### src/rtl/mux_nto1_scan.sv
// N-channel registered mux with manual select or dwell-timed round-robin
// scan, and a valid/ready output slot.
//
// Ports:
//   clk, rst_n      rising-edge clock, async active-low reset
//   in_data         packed channels, ch k at [k*WIDTH +: WIDTH]
//   sel             manual channel select
//   mode            0 = manual, 1 = auto-scan
//   en              capture enable
//   out_ready       downstream accepts the held sample
//   out_data/out_ch registered sample and its channel index
//   out_valid       output slot occupied
//   out_err         sample came from an out-of-range select
//   out_par         even parity of out_data (only with MUX_PARITY_EN)
//
// Build option: define MUX_PARITY_EN to add the out_par port.
module mux_nto1_scan #(
  parameter int WIDTH = 8,
  parameter int N_CH  = 8,
  parameter int SEL_W = 3,
  parameter int DWELL = 4
) (
  input  logic                    clk,
  input  logic                    rst_n,
  input  logic [N_CH*WIDTH-1:0]   in_data,
  input  logic [SEL_W-1:0]        sel,
  input  logic                    mode,
  input  logic                    en,
  input  logic                    out_ready,
  output logic [WIDTH-1:0]        out_data,
  output logic [SEL_W-1:0]        out_ch,
  output logic                    out_valid,
  output logic                    out_err
`ifdef MUX_PARITY_EN
  ,
  output logic                    out_par
`endif
);

  if (SEL_W != $clog2(N_CH)) begin : g_selw_chk
    $error("SEL_W must equal $clog2(N_CH)");
  end

  localparam int NSLOT = 1 << SEL_W;
  localparam int DW_W  = (DWELL > 1) ? $clog2(DWELL) : 1;

  localparam logic [SEL_W:0]   NCH_L   = N_CH[SEL_W:0];
  localparam logic [SEL_W-1:0] LAST_CH = SEL_W'(N_CH - 1);
  localparam logic [DW_W-1:0]  DW_LAST = DW_W'(DWELL - 1);

  typedef enum logic [1:0] {
    S_IDLE,
    S_MAN,
    S_SCAN
  } state_t;

  state_t state_q, state_d;

  logic [SEL_W-1:0] ch_q, ch_d;
  logic [DW_W-1:0]  dw_q, dw_d;

  logic [WIDTH-1:0] data_q;
  logic [SEL_W-1:0] och_q;
  logic             valid_q;
  logic             err_q;

  logic             slot_free;
  logic             cap;
  logic [SEL_W-1:0] cap_ch;
  logic             cap_in;

  // Padded to the full select range; unused slots read as zero so an
  // out-of-range manual select naturally captures 0.
  logic [WIDTH-1:0] ch_w [NSLOT];

  for (genvar k = 0; k < NSLOT; k++) begin : g_ch
    if (k < N_CH) begin : g_real
      assign ch_w[k] = in_data[k*WIDTH +: WIDTH];
    end else begin : g_pad
      assign ch_w[k] = '0;
    end
  end

  assign slot_free = !valid_q || out_ready;
  assign cap_in    = ({1'b0, cap_ch} < NCH_L);

  always_comb begin
    state_d = state_q;
    ch_d    = ch_q;
    dw_d    = dw_q;
    cap     = 1'b0;
    cap_ch  = sel;
    if (!en) begin
      state_d = S_IDLE;
    end else if (!mode) begin
      // Manual capture follows the inputs directly, so a mode
      // switch takes effect on the very next capture edge.
      state_d = S_MAN;
      cap     = slot_free;
    end else if (state_q != S_SCAN) begin
      state_d = S_SCAN;
      ch_d    = '0;
      dw_d    = '0;
    end else if (dw_q != DW_LAST) begin
      dw_d = dw_q + DW_W'(1);
    end else if (slot_free) begin
      cap    = 1'b1;
      cap_ch = ch_q;
      dw_d   = '0;
      ch_d   = (ch_q == LAST_CH) ? '0 : ch_q + SEL_W'(1);
    end
  end

  always_ff @(posedge clk or negedge rst_n) begin
    if (!rst_n) begin
      state_q <= S_IDLE;
      ch_q    <= '0;
      dw_q    <= '0;
      data_q  <= '0;
      och_q   <= '0;
      valid_q <= 1'b0;
      err_q   <= 1'b0;
    end else begin
      state_q <= state_d;
      ch_q    <= ch_d;
      dw_q    <= dw_d;
      if (cap) begin
        data_q  <= ch_w[cap_ch];
        och_q   <= cap_ch;
        valid_q <= 1'b1;
        err_q   <= !cap_in;
      end else if (out_ready) begin
        valid_q <= 1'b0;
      end
    end
  end

  assign out_data  = data_q;
  assign out_ch    = och_q;
  assign out_valid = valid_q;
  assign out_err   = err_q;

`ifdef MUX_PARITY_EN
  logic par_q;

  always_ff @(posedge clk or negedge rst_n) begin
    if (!rst_n) begin
      par_q <= 1'b0;
    end else if (cap) begin
      par_q <= ^ch_w[cap_ch];
    end
  end

  assign out_par = par_q;
`endif

endmodule

### config.mk
export PLATFORM = sky130hd
export DESIGN_NAME = mux_nto1_scan
export DESIGN_NICKNAME = d
export VERILOG_FILES = /design/src/rtl/mux_nto1_scan.sv
export SDC_FILE = /design/constraint.sdc
export NUM_CORES = 1
export LEC_CHECK = 0
export ABC_AREA = 0
export CORE_MARGIN = 1
export CORE_UTILIZATION = 43
export DETAILED_ROUTE_END_ITERATION = 16
export PLACE_DENSITY = 0.84
export SETUP_SLACK_MARGIN = 0.15
export SYNTH_ARGS = -nofsm -noshare
export SYNTH_HDL_FRONTEND = slang
export SYNTH_SLANG_ARGS = --single-unit
### constraint.sdc
create_clock -name clk -period 2.3 [get_ports clk]
set_input_delay 0.23 -clock clk [delete_from_list [all_inputs] [get_ports clk]]
set_output_delay 0.23 -clock clk [all_outputs]
set_load 0.03 [all_outputs]
# Yosys cells after proc, flatten, opt, wreduce, memory -nomap -nowiden
# Cells that the tools add are included.
[totals]
in_bits = 72
wordCells = 47
ramBits = 0
n_memories = 0
output_inout_bits = 13
register_bits = 19
romBits = 0
latchBits = 0
[classes]
n_lt_le_gt_ge = 1
n_mul = 0
n_bitwise = 1
addsub = 2
muxes = 25
eq_ne = 5
n_reduce_logical = 7
n_shift = 0
div = 0
[ops]
columns = ["cell", "count"]
rows = [
  ["2-to-1 mux 3 bit", 9],
  ["binary-select mux 8 bit (select 3 bit)", 1],
  ["2-to-1 mux 8 bit", 2],
  ["2-to-1 mux 2 bit", 6],
  ["2-to-1 mux 1 bit", 7],
  ["inequality test 2 bit (second input constant)", 3],
  [">= comparator 4 bit (second input constant)", 1],
  ["inverter 3 -> 4 bit", 1],
  ["AND reduction 4 bit", 1],
  ["nonzero test 2 bit", 2],
  ["adder 3 x 1 -> 3 bit (second input constant)", 1],
  ["equality test 3 bit (second input constant)", 1],
  ["inequality test 3 x 2 -> 1 bit (second input constant)", 1],
  ["AND reduction 3 bit", 1],
  ["nonzero test 3 bit", 1],
  ["adder 2 x 1 -> 2 bit (second input constant)", 1],
  ["logical NOT 1 bit", 1],
  ["logical OR 1 bit", 1],
]

# Logic depth before layout (Yosys ltp)
[logic_depth]
word_depth = 11
mapped_depth = 8
ltp_nobuf = 6

# Worst setup path after synthesis
# Ideal clock, no wire load.
[synth_timing]
path_type = "register -> register"
startpoint = "register dw_q[0]"
endpoint = "register data_q[7], in the netlist out_data[7]"
path_buffers = 2
t_required_ps = 2176
setup_ps = 124
t_arrival_ps = 1804
setup_slack_ps = 372
stages_incl_launch_ff = 9
synth_period_minus_slack_ps = 1928
cell_sequence = "dfrtp_1 -> ha_1 -> and3b_1 -> buf_2 -> nand4_1 -> clkbuf_1 -> nand2_1 -> a211o_1 -> a211o_1"
[synth_via]
elab_chain_len = 9
elab_cells_between_ends = 13
cone_classes = "eq/ne: 1; mux: 11; bitwise: 1"
[synth_rtl]
columns = ["item", "line_no", "source"]
rows = [
  ["from (decl)", "60", "logic [DW_W-1:0] dw_q, dw_d;"],
  ["from (signal assigned)", "126", "dw_q <= dw_d;"],
  ["inequality test 2 bit *", "104", "end else if (dw_q != DW_LAST) begin"],
  ["2-to-1 mux 3 bit", "104", ""],
  ["2-to-1 mux 3 bit", "100", "end else if (state_q != S_SCAN) begin"],
  ["2-to-1 mux 3 bit", "95", "end else if (!mode) begin"],
  ["2-to-1 mux 3 bit", "93", "if (!en) begin"],
  ["inverter 3 -> 4 bit (implied by the code)", "128", "data_q <= ch_w[cap_ch];"],
  ["binary-select mux 8 bit (select 3 bit)", "128", ""],
  ["2-to-1 mux 8 bit (implied by the code) (2 in a row)", "128", ""],
  ["to (signal assigned)", "128", ""],
  ["to (decl)", "62", "logic [WIDTH-1:0] data_q;"],
]
# Every way passes the cells marked *; elsewhere a longest branch is shown, timed or not. The select of a mux whose other input is x is not followed.
# A chain may end at the register's enable or synchronous reset.

# Worst setup path in the final report
# Ends and elaborated chain as after synthesis.

==> flow_metrics.tcl <==
set metrics [dict create \
    area_growth_syn_to_layout_pct 49.59 \
    drive_gt1_share_pct 9.281 \
    place_area_mm2 0.002947 \
    syn-cell-area_mm2 0.002003 \
    root_buffer "clkbuf_8" \
    num_io_pins 85 \
    multi_input_area_mm2 0.001405 \
    synth_area_per_cell_um2 7.949 \
    yosys-top-cells-count "35 x nand2_1, 19 x dfrtp_1, 16 x mux2i_1, 15 x and3_1" \
    vias 2344 \
    finalHoldViolations 0 \
    synth_compound_area_share_pct 33.42 \
    drtAntennaViolNets 0 \
    num_rows 24 \
    seq_area_um2 475.5 \
    crit_path_top_delay_cell "dfrtp_1" \
    maxSlewViolCount 0 \
    drt_iter0_markers 187 \
    synth_top_area_share_pct 23.74 \
    core_mm2 0.004414 \
    required_ps 2450 \
    synth_mux_area_share_pct 7.995 \
    synth-adder-area-share_pct 1.874 \
    worstSetupStartpointType "flop" \
    setup_tns_ps 0 \
    power.density_mw_per_mm2 389.6 \
    synth_xor_area_share_pct 0 \
    yosys_warnings 0 \
    max_stage_delay_ps 410 \
    final_cells 386 \
    synth-seq-cells 19 \
    io_buffers 83 \
    rsz0062_at_grt "yes" \
    post-route-min-period_ps 2060 \
    worst_slack_ps 239.9 \
    synth_top_family_by_area "compound AO/OA/AOI/OAI gates" \
    dp.final_hpwl_um 5099 \
    grt_usage_pct 26.82 \
    die_w_um 70.26 \
    cp_max_fo 30 \
    grt_overflow_total 0 \
    place_inst 382 \
    timing.fmax_mhz 485.4 \
    r2r_cells 7 \
    fin_area_mm2 0.002997 \
    grt_pass1_wl_um 10610 \
    drt-pass1-iter-count 4 \
    crit_type "reg -> reg" \
    grt_pass1_vias 2232 \
    synthSimpleGateAreaFrac_pct 26.48 \
    worst_slew_pin_slew_ps 612.7 \
    synth_edf_count 0 \
    status "finished, final reports clean" \
    reg2reg_slack_ps 240 \
    grt_max_degree 31 \
    tritoncts "done" \
    n_antenna_cell 0 \
    finalCoreUtilization_pct 67.89 \
    fillers 385 \
    drt_wl_total_um 6577 \
    relSlewSlack_pct 59.16 \
    syn_nets 327 \
    post-route-period-util_pct 89.57 \
    ir_worst_vdd_mv 0.4181 \
    cts_buffers 3 \
    h-tree-depth 1 \
    die-area_mm2 0.004936 \
    holdWs_ps 289.4 \
    start_util_pct 45.38 \
    synth_ff_type "dfrtp_1" \
    synthCells 252 \
    power.total_mw 1.167 \
    yosysTopAreaCell "dfrtp_1" \
    die_y_um 70.26 \
    clk_pin_slew_ps 80 \
    antenna_found_initial 0 \
    skew_ps 5.398 \
    nets 410 \
    reg2reg_to "out_data[7]" \
    clock_latency_ps 270 \
    max_cap_viol_count 0 \
    cts_sinks 19 \
    synth.distinct_cells 46 \
    path_cells "ha_1 -> and3b_1 -> nand4_1 -> buf_4 -> nand2_1 -> a211o_1 -> a211o_1" \
    yosysSeqAreaShare_pct 23.74 \
    synth.most_common_cell "nand2_1" \
    ctsHoldBuffers 0 \
    synth_area_leaders "dfrtp_1 24%, mux2i_1 8.0%, nand2_1 6.6%" \
    clockBufferDepth 2 \
    drc_errors 0 \
    gp_congestion 0.9029 \
    cp.arrival_ps 2210 \
    p_leak_nw 1.257 \
    critPathCaptureType "flop" \
    vias_per_cell 6.073 \
    dp_slack_ps 91.62 \
    cpMostUsedCell "a211o_1" \
    regToRegStartpoint "dw_q[0]" \
    postSynth.asyncResetShare_pct 100.0 \
    wl_per_cell_um 17.04 \
    hold_path_class "in -> async" \
    setup_viol 0 \
]
registers in the layout (all words and copies together) (netlist names):
signal,count
ch_q,3
dw_q,2
out_valid,1
out_ch,3
out_data,8
state_q,2
final cells by class:
type                    count  area share [%]
clock buffers               3           1.378
multi-input cells         204           46.89
inverters                   5          0.6263
clock inverters             1          0.1670
flip-flops and latches     19           15.87
well taps                  52           2.171
repair buffers            102           32.90
worst max path at each step:
stage,startpoint,endpoint,slack [ps],depth (start not counted)
2_1_floorplan,dw_q[0],out_data[7],370,8
3_3_place_gp,en,out_data[2],180,6
3_5_place_dp,out_ready,out_data[7],90,6
4_1_cts,dw_q[0],out_data[3],240,6
5_1_grt,dw_q[0],out_data[7],150,6
6_report,dw_q[0],out_data[7],240,7
layer usage:
layer | global-route usage (%) | up-vias | part of all wire, %
li1 | - | 1141 | -
met1 | 35.14 | 1082 | 42
met2 | 43.92 | 101 | 48
met3 | 4.473 | 20 | 7.3
met4 | 10.22 | 0 | 2.7
met5 | 0 | - | 0
critical path, delay by kind of cell (launching register included):
family | cells | cell delay, ps
adders and majority gates | 1 | 260
AOI/OAI and AO/OA | 2 | 540
buffers and inverters | 1 | 270
DFF | 1 | 410
and+or+nand+nor | 3 | 460
placed cells by master, fill, tap and decap left out, types with 5 or more instances in the layout:
cell and instances:
clkdlybuf4s50_1 83, nand2_1 35, dfrtp_1 19, buf_4 18, mux2i_1 16, and3_1 15
a21boi_0 14, nand3_1 10, o22ai_1 10, nand4_1 10, nor2b_1 8, o21bai_1 8
o211ai_1 7, o311ai_0 7, o2111ai_1 7, nor2_1 5
repair_timing:
action                                  in CTS  in global routing
buffers inserted                             0                  0
endpoints found under the setup margin       0                  5
gates resized for setup                      0                  1
cells by family (layout without fill, tap and decap cells):
family	after synthesis	after routing
and+or+nand+nor	99	99
AOI/OAI and AO/OA	85	85
buffers and inverters	29	111
DFF	19	19
muxes	16	16
adders and majority gates	3	3
other	1	1
where the power goes:
part	internal, mW	switching [mW]	total, mW
registers	0.378	0.0281	0.406
logic	0.262	0.245	0.508
clock network	0.121	0.133	0.254
(Power assumes the default switching activity.)
